===== src/rtl/branch_target_predictor.sv =====
// Direct-mapped branch target buffer with 2-bit direction counters.
// Fetch predicts next PC; execute computes the branch address, trains the table and flags mispredicts.
module branch_target_predictor #(
    parameter int WordSize = 32,
    parameter int Entries  = 16
) (
    input  logic                clk,
    input  logic                rst,
    input  logic                lookup_valid,
    input  logic [WordSize-1:0] lookup_pc,
    output logic                pred_valid,
    output logic                pred_taken,
    output logic [WordSize-1:0] pred_target,
    input  logic                resolve_valid,
    input  logic [WordSize-1:0] resolve_pc,
    input  logic                addr_mode,
    input  logic                branch_taken,
    input  logic [WordSize-1:0] imm,
    input  logic [WordSize-1:0] rs1d,
    input  logic                resolve_pred_taken,
    input  logic [WordSize-1:0] resolve_pred_target,
    output logic [WordSize-1:0] branch_addr,
    output logic                mispredict,
    output logic [WordSize-1:0] redirect_pc
);

    localparam int IdxBits = $clog2(Entries);
    localparam int TagBits = WordSize - IdxBits - 2;
    localparam logic [WordSize-1:0] PcStep    = WordSize'(4);
    localparam logic [WordSize-1:0] AlignMask = ~WordSize'(1);

    logic                entry_valid  [Entries];
    logic [TagBits-1:0]  entry_tag    [Entries];
    logic [WordSize-1:0] entry_target [Entries];
    logic [1:0]          entry_ctr    [Entries];

    logic [IdxBits-1:0]  lookup_idx;
    logic [TagBits-1:0]  lookup_tag;
    logic                lookup_hit;
    logic                pred_taken_next;

    logic [IdxBits-1:0]  resolve_idx;
    logic [TagBits-1:0]  resolve_tag;
    logic                resolve_hit;
    logic                mispredict_next;
    logic [1:0]          ctr_cur;
    logic [1:0]          ctr_inc;
    logic [1:0]          ctr_dec;

    assign lookup_idx  = lookup_pc[IdxBits+1:2];
    assign lookup_tag  = lookup_pc[WordSize-1:IdxBits+2];
    assign resolve_idx = resolve_pc[IdxBits+1:2];
    assign resolve_tag = resolve_pc[WordSize-1:IdxBits+2];

    always_comb begin
        lookup_hit      = entry_valid[lookup_idx] && (entry_tag[lookup_idx] == lookup_tag);
        pred_taken_next = lookup_valid && lookup_hit && entry_ctr[lookup_idx][1];
        resolve_hit     = entry_valid[resolve_idx] && (entry_tag[resolve_idx] == resolve_tag);
    end

    always_comb begin
        if (addr_mode) begin
            branch_addr = (rs1d + imm) & AlignMask;
        end else begin
            branch_addr = resolve_pc + imm;
        end
    end

    always_comb begin
        mispredict_next = resolve_valid &&
                          ((branch_taken != resolve_pred_taken) ||
                           (branch_taken && (resolve_pred_target != branch_addr)));
    end

    // Saturating counter steps for the resolving entry
    always_comb begin
        ctr_cur = entry_ctr[resolve_idx];
        ctr_inc = (ctr_cur == 2'b11) ? 2'b11 : ctr_cur + 2'b01;
        ctr_dec = (ctr_cur == 2'b00) ? 2'b00 : ctr_cur - 2'b01;
    end

    always_ff @(posedge clk) begin
        if (rst) begin
            for (int i = 0; i < Entries; i++) begin
                entry_valid[i]  <= 1'b0;
                entry_tag[i]    <= '0;
                entry_target[i] <= '0;
                entry_ctr[i]    <= 2'b01;
            end
            pred_valid  <= 1'b0;
            pred_taken  <= 1'b0;
            pred_target <= '0;
            mispredict  <= 1'b0;
            redirect_pc <= '0;
        end else begin
            // Lookup reads the table as it was before this edge's training write
            pred_valid <= lookup_valid;
            pred_taken <= pred_taken_next;
            if (lookup_valid) begin
                pred_target <= pred_taken_next ? entry_target[lookup_idx] : lookup_pc + PcStep;
            end

            mispredict <= mispredict_next;
            if (resolve_valid) begin
                redirect_pc <= branch_taken ? branch_addr : resolve_pc + PcStep;
                if (resolve_hit) begin
                    if (branch_taken) begin
                        entry_ctr[resolve_idx]    <= ctr_inc;
                        entry_target[resolve_idx] <= branch_addr;
                    end else begin
                        entry_ctr[resolve_idx] <= ctr_dec;
                    end
                end else if (branch_taken) begin
                    entry_valid[resolve_idx]  <= 1'b1;
                    entry_tag[resolve_idx]    <= resolve_tag;
                    entry_target[resolve_idx] <= branch_addr;
                    entry_ctr[resolve_idx]    <= 2'b10;
                end
            end
        end
    end

endmodule


===== config.mk =====
export PLATFORM = sky130hd
export DESIGN_NAME = branch_target_predictor
export DESIGN_NICKNAME = d
export VERILOG_FILES = /design/src/rtl/branch_target_predictor.sv
export SDC_FILE = /design/constraint.sdc
export NUM_CORES = 2
export LEC_CHECK = 0
export ABC_CLOCK_PERIOD_IN_PS = 6950
export CORE_UTILIZATION = 60
export DETAILED_ROUTE_END_ITERATION = 8
export MAX_ROUTING_LAYER = met4
export PLACE_DENSITY_LB_ADDON = 0.2
export SLEW_MARGIN = 25
export SYNTH_ARGS = -nofsm -noshare
export SYNTH_HDL_FRONTEND = slang
export SYNTH_SLANG_ARGS = --single-unit

===== constraint.sdc =====
create_clock -name clk -period 6.95 [get_ports clk]
set_input_delay 1.7375 -clock clk [delete_from_list [all_inputs] [get_ports clk]]
set_output_delay 1.7375 -clock clk [all_outputs]
set_load 0.005 [all_outputs]

### Word-level counts from Yosys, hierarchy flattened

Memories as Yosys holds them, arrays and structs flattened.
Index checks and enable logic that the tools add are counted.

* reductions and logical operators: 12
* multiplexer cells: 36
* bitwise operators: 3
* equality and inequality tests: 5
* add/sub/neg operators: 6

Operators with widths (number)
* 32-bit 2-to-1 mux: 5
* 32-bit by 3-bit adder with 32-bit output, second input constant: 2
* 32-bit adder: 2
* 26-bit == test: 2
* 32-bit != test: 1
* 32-bit OR reduction: 1
* 26-bit 2-to-1 mux: 1
* 26-bit OR reduction: 1
* 1-bit 2-to-1 mux: 21
* 4-bit 2-to-1 mux: 4
* 2-bit 2-to-1 mux: 5
* 1-bit logical AND: 6
* 1-bit bitwise OR: 3
* 2-bit by 1-bit adder with 2-bit output, second input constant: 1
* 2-bit == test, second input constant: 1
* 2-bit logical NOT: 1
* 2-bit OR reduction: 1
* 2-bit by 1-bit subtractor with 2-bit output, second input constant: 1
* 1-bit logical OR: 1
* 1-bit != test: 1
* 1-bit OR reduction: 1

* bits in writable memories: 976
* register bits: 67
* output and inout bits: 99
* bits of input ports: 167
* memories kept: 4

Memories
* entry_target: words 16, width 32, rd ports 1, clocked after Yosys merged registers in 0, wr ports 16, RTL line 34 `logic [WordSize-1:0] entry_target [Entries];`
* entry_tag: words 16, width 26, rd ports 2, clocked after Yosys merged registers in 0, wr ports 16, RTL line 33 `logic [TagBits-1:0] entry_tag [Entries];`
* entry_ctr: words 16, width 2, rd ports 2, clocked after Yosys merged registers in 0, wr ports 16, RTL line 35 `logic [1:0] entry_ctr [Entries];`
* entry_valid: words 16, width 1, rd ports 2, clocked after Yosys merged registers in 0, wr ports 16, RTL line 32 `logic entry_valid [Entries];`

### Longest topological paths before layout

An unclocked memory read counts as a cell.

* depth in word-level cells: 11
* mapped depth: 16
* depth with buffers taken out: 13

### Least setup slack after synthesis

Ideal clock, no wire load.

* kind: input port to output port
* start point: input imm[0]
* end point: output branch_addr[18]
* data required time: 5.213 ns
* path slack: 0.493 ns
* stages: 11
* data arrival time: 4.719 ns
* cells stage by stage: and2_1 > fa_1 > a21o_1 > a221oi_2 > a21oi_1 > a21oi_1 > o21ai_0 > xnor2_1 > a211oi_1 > clkbuf_1 > inv_1

* cells in the longest elaborated chain, start to end: 2
* elaborated cells on any way between the ends: 3

RTL lines
* from (decl): RTL line 18 `input logic [WordSize-1:0] imm,`
* 32-bit adder (on tied branches): RTL line 65, 63
* 32-bit 2-to-1 mux *: RTL line 62 `if (addr_mode) begin`
* to (decl): RTL line 22 `output logic [WordSize-1:0] branch_addr,`

Mark *: on every way between the ends. The rest lies on a longest branch, timed or not.

### Final worst setup path

* start point: input imm[5]
* end point: output branch_addr[29]

The elaborated chain is that of the path after synthesis.

==> flow_summary.ini <==
[outcome]
run_status = complete, no violations

[logic_synthesis]
synth-async-reset-ratio = 0
synth_ff_type = edfxtp_1
ys_seq_elements = 1043
synth_edf_count = 960
synth_cell_types = 86
yosys_warnings = 0
syn_inst = 4158
synth_nets = 4393
avgSynthCellArea_um2 = 13.3
ys_seq_area_frac = 0.551
synth_area_um2 = 55300

[worst_setup_path]
crit_path_start_kind = input port
critPathKind = in2out
critical_path_required_ns = 5.21
arrival_ns = 5.14
worstPathCellList = clkdlybuf4s50_1 > ha_1 > a211oi_2 > nor2_1 > o21a_1 > o311ai_2 > buf_4 > a2111oi_4 > buf_4 > buf_4 > nor4b_1 > buf_4 > a211oi_4 > buf_4 > inv_1 > clkdlybuf4s50_1
crit_path_max_fanout = 2
cpPeakStageDelay_ns = 0.52
path_buf_inv = 8
crit_slowest_cell = clkdlybuf4s50_1
cp-end-kind = output port
reg2regPathDepth = 11
rr_startpoint = entry_tag[11][16]$_SDFFCE_PN0P_
reg2reg_to = entry_ctr[15][1]$_SDFFCE_PN0P_
cpLargestDelayFamily = buffers and inverters
r2r_slack_ns = 3.22
crit_top_cell = buf_4

[hold_path]
whs_path_depth = 1
hp-start = entry_valid[10]$_DFF_P_
min_path_type = reg2reg
whs_endpoint = entry_valid[10]$_DFF_P_

[global_routing]
grt_pass1_wl_mm = 261
grt_pass1_vias = 38500
grt_start_max_net_pins = 127
antenna_found_initial = 10
track_usage = 0.403
grt_overflow = 0

[timing]
clock.fmax_ghz = 0.145
maxSlewViolCount = 0
timing.slew.headroom = 0.276
setup_slack_ns = 0.0696
worstMarginPinSlew_ns = 1.08
finalHoldViolCount = 0
fin_skew_ns = 0.0449
fin_crit_sh = 0.990
setup_viol = 0
post-route-min-period_ns = 6.88

[placed_design]
post-place-ws_ns = -0.329
port_buffers = 265
dp_cells = 5590
place_hpwl_mm = 116
gp_congestion = 0.951
placed_cell_area_um2 = 61200

[route]
via_count = 38900
first_pass_iters = 8
wirelength_mm = 181
viasPerCell = 6.70
drt_iter0_markers = 5514
route.detailed.drc = 0
wl_per_cell_um = 31.3
ant_nets = 0

[cells_and_area]
final_area_um2 = 65100
layout_common_cells = 960 x edfxtp_1, 680 x nor2_1, 433 x mux4_2
final_nets = 4754
drive_gt1_frac = 0.244
final_common_cell = edfxtp_1
syn_to_final_growth_pct = 17.7
instances_no_fill = 5800

[clocking]
cts_tree = done
clk_pin_slew_worst_paths_ns = 0.06
insertion_delay_ns = 0.70
cts_made_buffers = 103
cts_buffer_depth = 3
cts_root_buf = clkbuf_16
clock-sinks = 1043
htreeDepth = 3
ctsHoldBuffers = 0

[floorplanning]
rows = 111
fp.coreArea_um2 = 91500
die_w_um = 306
die-area_um2 = 93400
ios = 266
initial_utilization = 0.604
dieHeight_um = 306

[pwr]
p_leak_nw = 23.7
power_density_nw_per_um2 = 245
ir_drop_uv = 220

[run]
max_cap_violations = 0
==> metal layers <==
layer	wire (µm)	track usage	vias to the layer above
li1	-	-	16200
met1	64900	0.541	19300
met2	81900	0.596	2927
met3	27600	0.112	407
met4	6870	0.139	0
met5	0	-	-
==> registers in the layout (all words and copies together), names as in the netlist <==
register / cells
entry_ctr: 32
entry_tag: 416
entry_target: 512
entry_valid: 16
mispredict: 1
pred_taken: 1
pred_target: 32
pred_valid: 1
redirect_pc: 32
==> synthesized netlist by cell type (all sizes together) (38+ instances only) <==
library cell,instances,area (µm²)
dfxtp,83,1660
mux2i,65,658
a211oi,52,400
ha,66,826
nand2,171,644
xor2,43,377
edfxtp,960,28800
a21oi,118,591
a21o,39,293
inv,55,206
buf,87,409
nand3,73,365
mux4,433,9750
nand4,38,238
o21ai,57,289
clkbuf,287,1080
nor2,680,2550
and2,433,2710
xnor2,136,1200
==> worst reg2reg max path: stages (launching register included) <==
cell	delay, ns
edfxtp_1	0.41
mux4_2	0.52
mux4_2	0.49
xnor2_1	0.38
nand4_1	0.24
nor3_4	0.27
buf_12	0.20
nand2_2	0.13
nand2b_1	0.13
and2_1	0.38
nand2_1	0.14
nand2_1	0.13
==> per-stage QoR <==
step,utilization,TNS (ns),hold WS [ns],power [mW]
final,0.711,0,0.474,15.9
after floorplan,-,0,0.443,8.89
after global placement,0.669,-0.747,0.454,10.2
after CTS,0.708,-0.0645,0.474,15.8
after detailed placement,0.669,-1.28,0.460,10.3
after global routing,0.711,-0.0345,0.501,16.3
==> final cells by class <==
class / instances / area (µm²)
antenna: 8 / 20.0
clock buffer: 127 / 2690
clock inverter: 65 / 674
fill: 6038 / 26400
inverter: 58 / 218
multi-input combinational: 2683 / 23800
sequential: 1043 / 30500
tap: 1186 / 1480
timing repair buffer: 630 / 5770
==> where the power goes <==
part	leakage [nW]	switching [mW]	total (mW)	internal [mW]
clock	1.65	2.49	5.63	3.14
sequential	9.79	0.148	7.33	7.18
combinational	12.2	1.69	2.96	1.27
==> cell families after synthesis <==
logic type      count (synthesis)  share of synthesized area
buf+inv                       432                     0.0308
xor+xnor                      184                     0.0306
flops                        1043                      0.551
compound gates                381                     0.0456
fa+ha+maj                      68                     0.0157
simple gates                 1534                      0.134
mux                           516                      0.192
==> what timing repair did <==
item                                    4_1_cts  5_1_grt
endpoints found under the setup margin       10       14
hold endpoints to repair                      0        0
gates cloned                                  0        0
setup buffers                                 4        6
resized for setup                            44       47
pin swaps                                    10       21
==> worst max path at each step <==
stage | from | endpoint | slack (ns) | cells past startpoint
after floorplan | imm[0] | branch_addr[18] | 0.49 | 11
after global placement | resolve_pc[8] | branch_addr[31] | -0.25 | 16
after detailed placement | resolve_pc[8] | branch_addr[31] | -0.33 | 16
after CTS | resolve_pc[14] | branch_addr[31] | -0.06 | 16
after global routing | imm[5] | branch_addr[29] | -0.03 | 16
final | imm[5] | branch_addr[29] | 0.07 | 16
No activity file was read; power rests on OpenSTA's default activity.
